<file path="config.mk">
export PLATFORM = sky130hd
export DESIGN_NAME = rtc_access_arbiter
export DESIGN_NICKNAME = d
export VERILOG_FILES = /design/src/rtl/rtc_access_arbiter.sv
export SDC_FILE = /design/constraint.sdc
export NUM_CORES = 1
export LEC_CHECK = 0
export ABC_AREA = 1
export BUFFER_PORTS_ARGS = -buffer_cell sky130_fd_sc_hd__buf_2
export CORE_ASPECT_RATIO = 1.75
export CORE_MARGIN = 4
export CORE_UTILIZATION = 49
export CTS_CLUSTER_DIAMETER = 150
export DETAILED_ROUTE_END_ITERATION = 12
export PLACE_DENSITY = 0.79
export SYNTH_ARGS = -nofsm -noshare
export SYNTH_HDL_FRONTEND = slang
export SYNTH_SLANG_ARGS = --single-unit
</file>
<file path="constraint.sdc">
create_clock -name clk -period 1.4 [get_ports clk]
set_input_delay 0.14 -clock clk [delete_from_list [all_inputs] [get_ports clk]]
set_output_delay 0.14 -clock clk [all_outputs]
set_load 0.02 [all_outputs]
</file>
<file path="src/rtl/rtc_access_arbiter.sv">
// Purpose: round-robin arbiter that lets two requesters share one RTC register access engine.
// Latency: enable rises the cycle after a grant; ack pulses the cycle after engine done or timeout.
// Backpressure: requests wait (valid held) while busy; a grant is only issued from IDLE.
module rtc_access_arbiter #(
  parameter int unsigned TIMEOUT = 255
) (
  input  logic       clk,
  input  logic       reset_count,
  input  logic       req0_valid,
  input  logic [7:0] req0_addr,
  input  logic [7:0] req0_wdata,
  input  logic       req0_wr,
  input  logic       req1_valid,
  input  logic [7:0] req1_addr,
  input  logic [7:0] req1_wdata,
  input  logic       req1_wr,
  output logic       req0_ack,
  output logic       req1_ack,
  output logic       resp_err,
  output logic [7:0] resp_rdata,
  output logic [7:0] out_addr_ram_rtc,
  output logic [7:0] out_dato,
  output logic       out_funcion_w_r,
  output logic       out_en_funcion_rtc,
  input  logic       in_flag_done,
  input  logic [7:0] in_dato_rtc,
  output logic       busy
);

  typedef enum logic [1:0] {IDLE, BUSY, RESP} state_t;

  // Counter value seen in the last permitted BUSY cycle.
  localparam logic [7:0] TO_LAST = 8'(TIMEOUT - 1);

  state_t     state_q;
  logic [7:0] cnt_q;
  logic       last_grant_q;
  logic       grant_q;
  logic       grant_d;
  logic [7:0] addr_q;
  logic [7:0] wdata_q;
  logic       wr_q;
  logic       en_q;
  logic       ack0_q;
  logic       ack1_q;
  logic       err_q;
  logic [7:0] rdata_q;
  logic       busy_q;

  // Round-robin pick: a lone requester wins, a tie goes to the one not served last.
  always_comb begin
    grant_d = last_grant_q;
    if (req0_valid && req1_valid) grant_d = ~last_grant_q;
    else if (req0_valid)          grant_d = 1'b0;
    else if (req1_valid)          grant_d = 1'b1;
  end

  // Main FSM; every output below is a register (or gated by one) so nothing glitches to the engine.
  always_ff @(posedge clk or posedge reset_count) begin
    if (reset_count) begin
      state_q      <= IDLE;
      cnt_q        <= 8'h00;
      last_grant_q <= 1'b1;
      grant_q      <= 1'b0;
      addr_q       <= 8'h00;
      wdata_q      <= 8'h00;
      wr_q         <= 1'b0;
      en_q         <= 1'b0;
      ack0_q       <= 1'b0;
      ack1_q       <= 1'b0;
      err_q        <= 1'b0;
      rdata_q      <= 8'h00;
      busy_q       <= 1'b0;
    end else begin
      case (state_q)
        IDLE: begin
          if (req0_valid || req1_valid) begin
            grant_q      <= grant_d;
            last_grant_q <= grant_d;
            addr_q       <= grant_d ? req1_addr  : req0_addr;
            wdata_q      <= grant_d ? req1_wdata : req0_wdata;
            wr_q         <= grant_d ? req1_wr    : req0_wr;
            cnt_q        <= 8'h00;
            en_q         <= 1'b1;
            busy_q       <= 1'b1;
            state_q      <= BUSY;
          end
        end
        BUSY: begin
          cnt_q <= cnt_q + 8'h01;
          // Done wins over a coinciding timeout, so it is tested first.
          if (in_flag_done) begin
            rdata_q <= wr_q ? 8'h00 : in_dato_rtc;
            err_q   <= 1'b0;
            en_q    <= 1'b0;
            ack0_q  <= ~grant_q;
            ack1_q  <= grant_q;
            state_q <= RESP;
          end else if (cnt_q == TO_LAST) begin
            rdata_q <= 8'h00;
            err_q   <= 1'b1;
            en_q    <= 1'b0;
            ack0_q  <= ~grant_q;
            ack1_q  <= grant_q;
            state_q <= RESP;
          end
        end
        RESP: begin
          ack0_q  <= 1'b0;
          ack1_q  <= 1'b0;
          busy_q  <= 1'b0;
          state_q <= IDLE;
        end
        default: begin
          en_q    <= 1'b0;
          ack0_q  <= 1'b0;
          ack1_q  <= 1'b0;
          busy_q  <= 1'b0;
          state_q <= IDLE;
        end
      endcase
    end
  end

  // Engine command fields are only non-zero while the enable is up.
  assign out_addr_ram_rtc   = en_q ? addr_q  : 8'h00;
  assign out_dato           = en_q ? wdata_q : 8'h00;
  assign out_funcion_w_r    = en_q & wr_q;
  assign out_en_funcion_rtc = en_q;
  assign req0_ack           = ack0_q;
  assign req1_ack           = ack1_q;
  assign resp_err           = err_q;
  assign resp_rdata         = rdata_q;
  assign busy               = busy_q;

endmodule
</file>
# [Word-level counts from Yosys, hierarchy flattened]
# Cells that the tools add are included.
[word_totals] ff_bits=42 inputBits=47 wordCells=67
[classes] add_sub_neg=1 eq_ne=5 muxes=30 n_bitwise=6 reduce_logical=12
[op_table] cell="two-way mux 8 bit" count=8
[op_table] cell="case mux 8 bit (2 select lines)" count=1
[op_table] cell="two-way mux 1 bit" count=13
[op_table] cell="AND reduction 2 bit" count=6
[op_table] cell="adder 8 x 1 -> 8 bit, second input constant" count=1
[op_table] cell="equality test 8 bit, second input constant" count=1
[op_table] cell="two-way mux 2 bit" count=3
[op_table] cell="case mux 1 bit (2 select lines)" count=3
[op_table] cell="inverter 1 bit" count=5
[op_table] cell="case mux 2 bit (2 select lines)" count=1
[op_table] cell="nonzero test 2 bit" count=2
[op_table] cell="inequality test 3 bit, second input constant" count=1
[op_table] cell="case mux 1 bit (3 select lines)" count=1
[op_table] cell="AND reduction 3 bit" count=1
[op_table] cell="equality test 2 x 1 -> 1 bit, second input constant" count=1
[op_table] cell="equality test 2 bit, second input constant" count=1
[op_table] cell="logical NOT 2 bit" count=1
[op_table] cell="inequality test 2 bit, second input constant" count=1
[op_table] cell="bitwise AND 1 bit" count=1
[op_table] cell="logical AND 1 bit" count=1
[op_table] cell="logical OR 1 bit" count=1

# [Longest topological paths before layout]
# Gate-level depths: netlist of the first run.
[depth] depth_word=4 depth_mapped=9 ltp_nobuf=9

# [Worst setup path before layout of the first run]
# OpenSTA, ideal clock, no wires.
[synth_timing] path_kind="flip-flop to flip-flop" startpoint="register cnt_q[0]" endpoint="register rdata_q[0], in the netlist resp_rdata[0]" setup_time_ps=74 t_arrival_ps=1214 required_time_ps=1326 slack_ps=112 stages_incl_launch_ff=10 n_path_buf=1 period_less_slack_ps=1288 cell_sequence="dfrtp_1 > inv_1 > ha_1 > nand2_1 > nor2_2 > nand2_4 > nand2_4 > nand2_4 > buf_6 > o21ai_2"
[synth_via] elab_chain_len=3
[synth_lines] element="start, declared" line="36" text="logic [7:0] cnt_q;"
[synth_lines] element="start signal, assigned" line="90" text="cnt_q <= cnt_q + 8'h01;"
[synth_lines] element="equality test 8 bit" line="99" text="end else if (cnt_q == TO_LAST) begin"
[synth_lines] element="nonzero test 2 bit (no source line)"
[synth_lines] element="AND reduction 2 bit (no source line)"
[synth_lines] element="end signal, assigned" line="93" text="rdata_q <= wr_q ? 8'h00 : in_dato_rtc;"
[synth_lines] element="end, declared" line="47" text="logic [7:0] rdata_q;"
# Every way passes these cells.
# A chain may end at the register's enable or synchronous reset.

# [Final worst setup path of the first run]
[layout_timing] startpoint="register cnt_q[0]" endpoint="register rdata_q[2], in the netlist resp_rdata[2]"
# The elaborated chain is that of the path after synthesis.

==> impl_results.md, run 1 <==
- Status: finished, final reports clean
- Global route overflow: 0
- Synth top area cells: dfrtp_1, nand2_1, a21oi_1
- Skew final: 0.00549 ns
- Highest Clock Rate: between 700 and 800 MHz
- Clock latency on the worst-skew pair: 0.29 ns
- Fillers: 345
- Min-Delay Path Class: primary input to flip-flop
- Hold path start: in_flag_done
- Slowest stage delay, CP: 0.38 ns
- Largest area contributor in the netlist: dfrtp_1
- Crit start category: flip-flop
- GRT Total Usage: 0.191
- Antenna Nets Post-Route: 0
- Post-layout minimum cycle time: 1.29 ns
- PD cells: 2240 mW/mm²
- Ant diodes: 0
- Critical Path End Type: flip-flop
- Syn Inst Count: ~270
- DIE HEIGHT: approximately 95 µm
- Worst Path Required: 1.59 ns
- Unrepaired setup endpoints after global routing: false
- Worst-margin pin slew: 0.321 ns
- IO Port Bufs: 76
- Net Count, Synth: 315
- Reg clk slew, reported paths: 0.08 ns
- Clock Tree Buf Depth: 2
- Mean post-synth cell area: around 7.9 µm²
- Vias in the first global route: 1905
- CP cell instances: inv_1, ha_1, nand2_1, nor2_2, nand2_4, nand2_4, nand2_8, nand2_1, o21ai_2
- DR WL/cell: 12.3 µm
- Worst path slowest cell: dfrtp_1
- P&R area growth vs syn: 31.5%
- Fraction of layout cells with a size suffix above 1: 0.338
- Commonest non-fill, non-tap cell in the layout: nand2_1
- Largest net degree at the start of global routing: 43
- Die X-Extent: 57.6 µm
- Initial antenna violation count: 0
- # DRC: 0
- Reg area: 0.00105 mm²
- CTS tree: yes
- Num rows: 31
- TritonCTS buffer count: 5
- Setup TNS: 0 ns
- Num ports: 77
- Worst hold margin: 0.0347 ns
- Core Area: 0.00415 mm²
- Crit-path max FO: 19
- Unique masters post-synth: 21
- First-pass GRT wire length: 8100 µm
- Post-DP HPWL: ~3600 µm
- Top-area cell type share of the netlist area: 0.486
- Commonest non-fill, non-tap cells in the layout: nand2_1, buf_2, dfrtp_1, a21oi_1, inv_1
- Initial Util: 0.509
- Number of synthesis warnings: 0
- Post-Syn Area: approximately 0.0021 mm²
- Peak VDD IR: approximately 1.4 mV
- Final-stage net count: 400
- Seq/Total Area, Yosys: 0.499
- TritonCTS Sinks: 42
- Yosys reg bits: 42
- Critical path class: flip-flop to flip-flop
- Max cap viols: 0
- Die area: 0.00546 mm²
- Gp weighted congestion: 0.787
- Fin crit share: 0.921
- Worst rel slew slack: 0.786
- Pre-antenna DRT Iters: 4
- Reg2Reg Launch Point: cnt_q[0]
- Lkg Pwr: 1.59 nW
- Critical Path AT: around 1.5 ns
- Vias: 1961
- Launch point of the worst path: cnt_q[0]
- WL final: 4920 µm
- Setup Viol. Count Final: 0
- CTS H-Tree Depth: 2
- Area of the multi-input gates: 867 µm²
- Clock Tree Root: clkbuf_8
- Final Hold Viols: 0
- Vias/cell: 4.89
- Final Max Slew Viols: 0
- Starting DRT DRC Count: 78
## logic make-up (layout without fill, tap and decap cells)
kind of cell / after synthesis / count (layout) / synth area share
AOI/OAI and AO/OA: 56 / 56 / 0.152
adders and majority gates: 2 / 2 / 0.0119
buffers and inverters: 46 / 132 / 0.0948
DFF: 42 / 42 / 0.499
and+or+nand+nor: 120 / 120 / 0.242
## metrics by stage
step	utilization	instances	worst slack (ns)	total power, mW	instance area [µm²]
3_5_place_dp	0.625	389	0.0556	5.01	2590
2_1_floorplan	-	266	0.112	4.03	2110
6_report	0.669	401	0.111	6.21	2780
3_3_place_gp	0.625	389	0.0979	4.93	2590
5_1_grt	0.669	401	0.00302	6.69	2780
4_1_cts	0.661	398	0.0476	6.16	2740
## critical path: cells and delay by family (launching register included)
family                   cells  cell delay (ns)
AND/OR/NAND/NOR              6             0.56
flip-flops                   1             0.38
adder cells (fa/ha/maj)      1             0.14
buffers and inverters        1             0.06
AO/OA/AOI/OAI                1             0.05
## layer usage
layer / part of all wire / wire length (µm) / track usage / vias to the layer above
li1: - / - / - / 1000
met1: 0.38 / 1860 / 0.198 / 903
met2: 0.56 / 2740 / 0.359 / 51
met3: 0.048 / 236 / 0.0369 / 7
met4: 0.019 / 93 / 0.0870 / 0
met5: 0 / 0 / 0 / -
## layout make-up
cell class,instances,area share
Clock buffer,5,0.0248
Clock inverter,3,0.0248
Inverter,37,0.0500
Multi-Input combinational cell,178,0.312
Sequential cell,42,0.379
Tap cell,49,0.0221
Timing Repair Buffer,87,0.187
## synth_stat cells (all sizes together)
cell type	instances
nand2	84
dfrtp	41
a21oi	38
inv	37
nor2	26
o21ai	18
buf	9
nand3	9
ha	2
dfstp	1
nand4	1
## what timing repair did
item                                    CTS  global route
endpoints found under the setup margin    0            10
hold buffers                              1             0
gates resized for setup                   0             2
endpoints found under the hold margin    41             0
setup buffers                             0             3
## sequential cells by signal (all words and copies together) (netlist names)
register / cells
req1_ack: 1
busy: 1
out_en_funcion_rtc: 1
wr_q: 1
wdata_q: 8
state_q: 2
resp_rdata: 8
grant_q: 1
resp_err: 1
cnt_q: 8
addr_q: 8
last_grant_q: 1
req0_ack: 1
## where the power goes
part / internal, mW / switching, mW
Clock: 0.714 / 0.426
Combinational: 1.13 / 1.93
Sequential: 1.72 / 0.290
Total: 3.57 / 2.64
## worst paths after layout
| path | end | slack [ns] | cells past startpoint |
|---|---|---|---|
| max in group asynchronous | last_grant_q | 0.68 | 4 |
| hold reg to reg | req1_ack | 0.47 | 2 |
| setup reg to reg | resp_rdata[2] | 0.11 | 9 |
| setup / recovery | resp_rdata[2] | 0.11 | 9 |
| min in group asynchronous | resp_rdata[3] | 0.46 | 4 |
| hold / removal | resp_err | 0.03 | 2 |
(Power assumes the default switching activity.)
==> run 2: changes to the inputs <==
--- a/config.mk
+++ b/config.mk
@@ -9,10 +9,11 @@
 export BUFFER_PORTS_ARGS = -buffer_cell sky130_fd_sc_hd__buf_2
 export CORE_ASPECT_RATIO = 1.75
 export CORE_MARGIN = 4
-export CORE_UTILIZATION = 49
+export CORE_UTILIZATION = 51
+export CTS_BUF_LIST = sky130_fd_sc_hd__clkbuf_8
 export CTS_CLUSTER_DIAMETER = 150
 export DETAILED_ROUTE_END_ITERATION = 12
-export PLACE_DENSITY = 0.79
+export PLACE_DENSITY = 0.82
 export SYNTH_ARGS = -nofsm -noshare
 export SYNTH_HDL_FRONTEND = slang
 export SYNTH_SLANG_ARGS = --single-unit
==> run 2 against run 1 <==
Against the previous run: sequential cell count unchanged; die area decreased by 3.5%; sequential share of layout area up 1.0 points; utilization is 1.7 points higher; register-to-register slack worse by 0.04 ns; combinational power down 3%; hold slack improved by 0.00099 ns; maximum frequency down 3.1%; first-iteration DRC count down 26%; cell count fell by 1.0%; clock-buffer cell count rose by 1.
==> impl_results.md, run 2 (synthesized netlist as in run 1, its figures left out) <==
- Final Hold Viols: 0
- Global route overflow: 0
- GRT Total Usage: 0.194
- Sequential share of power: 0.348
- Crit start category: flip-flop
- Vias in the first global route: 1883
- NetSw: 2.62 mW
- Hold path start: in_flag_done
- CP cell instances: inv_1, ha_1, nand2_1, nor2_2, nand2_4, nand2_4, nand2_8, nand2_1, o21ai_2
- Unrepaired setup endpoints after global routing: true
- Ant diodes: 0
- IO Port Bufs: 76
- TritonCTS buffer count: 5
- Initial Util: 0.536
- Critical path class: flip-flop to flip-flop
- Vias/cell: 4.89
- Clock Tree Root: clkbuf_8
- Slowest stage delay, CP: slightly below 0.4 ns
- Combinational share of power: 0.513
- Clock share of power: 0.138
- Status: finished, final reports clean
- P&R area growth vs syn: 28.0%
- Die area: roughly 0.0053 mm²
- # DRC: 0
- Launch point of the worst path: cnt_q[0]
- Worst hold margin: 0.0357 ns
- PD cells: 2140 mW/mm²
- Critical Path AT: around 1.5 ns
- Die X-Extent: 56.6 µm
- Pre-antenna DRT Iters: 4
- Switching share of power: 0.453
- Worst-margin pin slew: 0.482 ns
- Placement Cell Area: 0.00258 mm²
- Buf+Inv Stages, Crit Path: 1
- DR WL/cell: 12.2 µm
- Max cap viols: 0
- CTS tree: yes
- Commonest non-fill, non-tap cells in the layout: nand2_1, buf_2, dfrtp_1, a21oi_1, inv_1
- Worst path top cell family by delay: simple AND/OR/NAND/NOR gates
- Cell internal pwr: 3.17 mW
- Final Max Slew Viols: 0
- Crit-path max FO: 19
- Worst rel slew slack: 0.677
- Post-DP HPWL: 3650 µm
- Setup Viol. Count Final: 0
- Final instance area: 0.00270 mm²
- CTS H-Tree Depth: 2
- Reg clk slew, reported paths: 0.08 ns
- Post-layout minimum cycle time: 1.33 ns
- Num ports: 77
- Worst Path Required: 1.59 ns
- WL final: 4860 µm
- Reg2Reg Launch Point: cnt_q[0]
- Setup fix buffers added after clock tree synthesis: 0
- TritonCTS Sinks: 42
- Gp weighted congestion: 0.840
- Initial antenna violation count: 0
- Lkg Pwr: 1.55 nW
- Worst path slowest cell: dfrtp_1
- Skew final: 0.00764 ns
- Fraction of layout cells with a size suffix above 1: 0.338
- Vias: roughly 1.9k
- Clock latency on the worst-skew pair: roughly 0.29 ns
- Fin crit share: 0.950
- Clock Tree Buf Depth: 2
- Num rows: 30
- Min-Delay Path Class: primary input to flip-flop
- Critical Path End Type: flip-flop
- Core Area: 0.00394 mm²
- Antenna Nets Post-Route: 0
- Starting DRT DRC Count: 58
- DIE HEIGHT: slightly above 90 µm
- Peak VDD IR: between 1 and 1.5 mV
- Largest net degree at the start of global routing: 34
- Commonest non-fill, non-tap cell in the layout: nand2_1
- Highest Clock Rate: 752 MHz
- First-pass GRT wire length: 8130 µm
- Final-stage net count: 397
==> run 2: what timing repair did <==
item	4_1_cts	5_1_grt
hold buffers	1	0
setup endpoints to repair	0	20
gates resized for setup	0	4
hold endpoints to repair	9	0
==> run 2: per-layer routing <==
metal / GRT usage / up-vias / share of wire
met5: 0 / - / 0
met4: 0.0594 / 0 / 0.021
met3: 0.0511 / 11 / 0.053
met2: 0.347 / 56 / 0.54
met1: 0.220 / 886 / 0.39
li1: - / 988 / -
==> run 2: cell type report <==
type,instances,area [µm²]
clock buffers,6,82.6
clock inverters,2,12.5
fillers,322,1240
inverters,37,139
multi-input cells,178,872
flip-flops and latches,42,1050
well taps,48,60.1
repair buffers,84,484
==> run 2: power by group through the flow <==
stage / Sequential [mW] / Combinational [mW] / Clock, mW
after floorplan: 2.17 / 1.86 / 0
after global placement: 2.00 / 2.89 / 0
after detailed placement: 2.03 / 2.96 / 0
after CTS: 2.01 / 2.97 / 0.822
after global routing: 2.08 / 3.30 / 0.873
final: 2.02 / 2.97 / 0.801
==> run 2: path summary, 6_finish.rpt <==
check,endpoint,slack (ns),depth (start not counted)
setup / recovery,resp_rdata[7],0.07,9
hold / removal,resp_err,0.04,2
setup reg to reg,resp_rdata[7],0.07,9
hold reg to reg,req1_ack,0.48,2
max in group asynchronous,last_grant_q,0.44,4
min in group asynchronous,resp_rdata[7],0.39,3
==> run 2: through the flow <==
stage	setup slack [ns]	cells	util	TNS (ns)	total power, mW
2_1_floorplan	0.112	266	-	0	4.03
3_3_place_gp	0.103	388	0.655	0	4.89
3_5_place_dp	0.0292	388	0.655	0	4.99
4_1_cts	0.0213	397	0.681	0	5.80
5_1_grt	-0.0128	397	0.686	-0.0520	6.26
6_report	0.0703	397	0.686	0	5.79
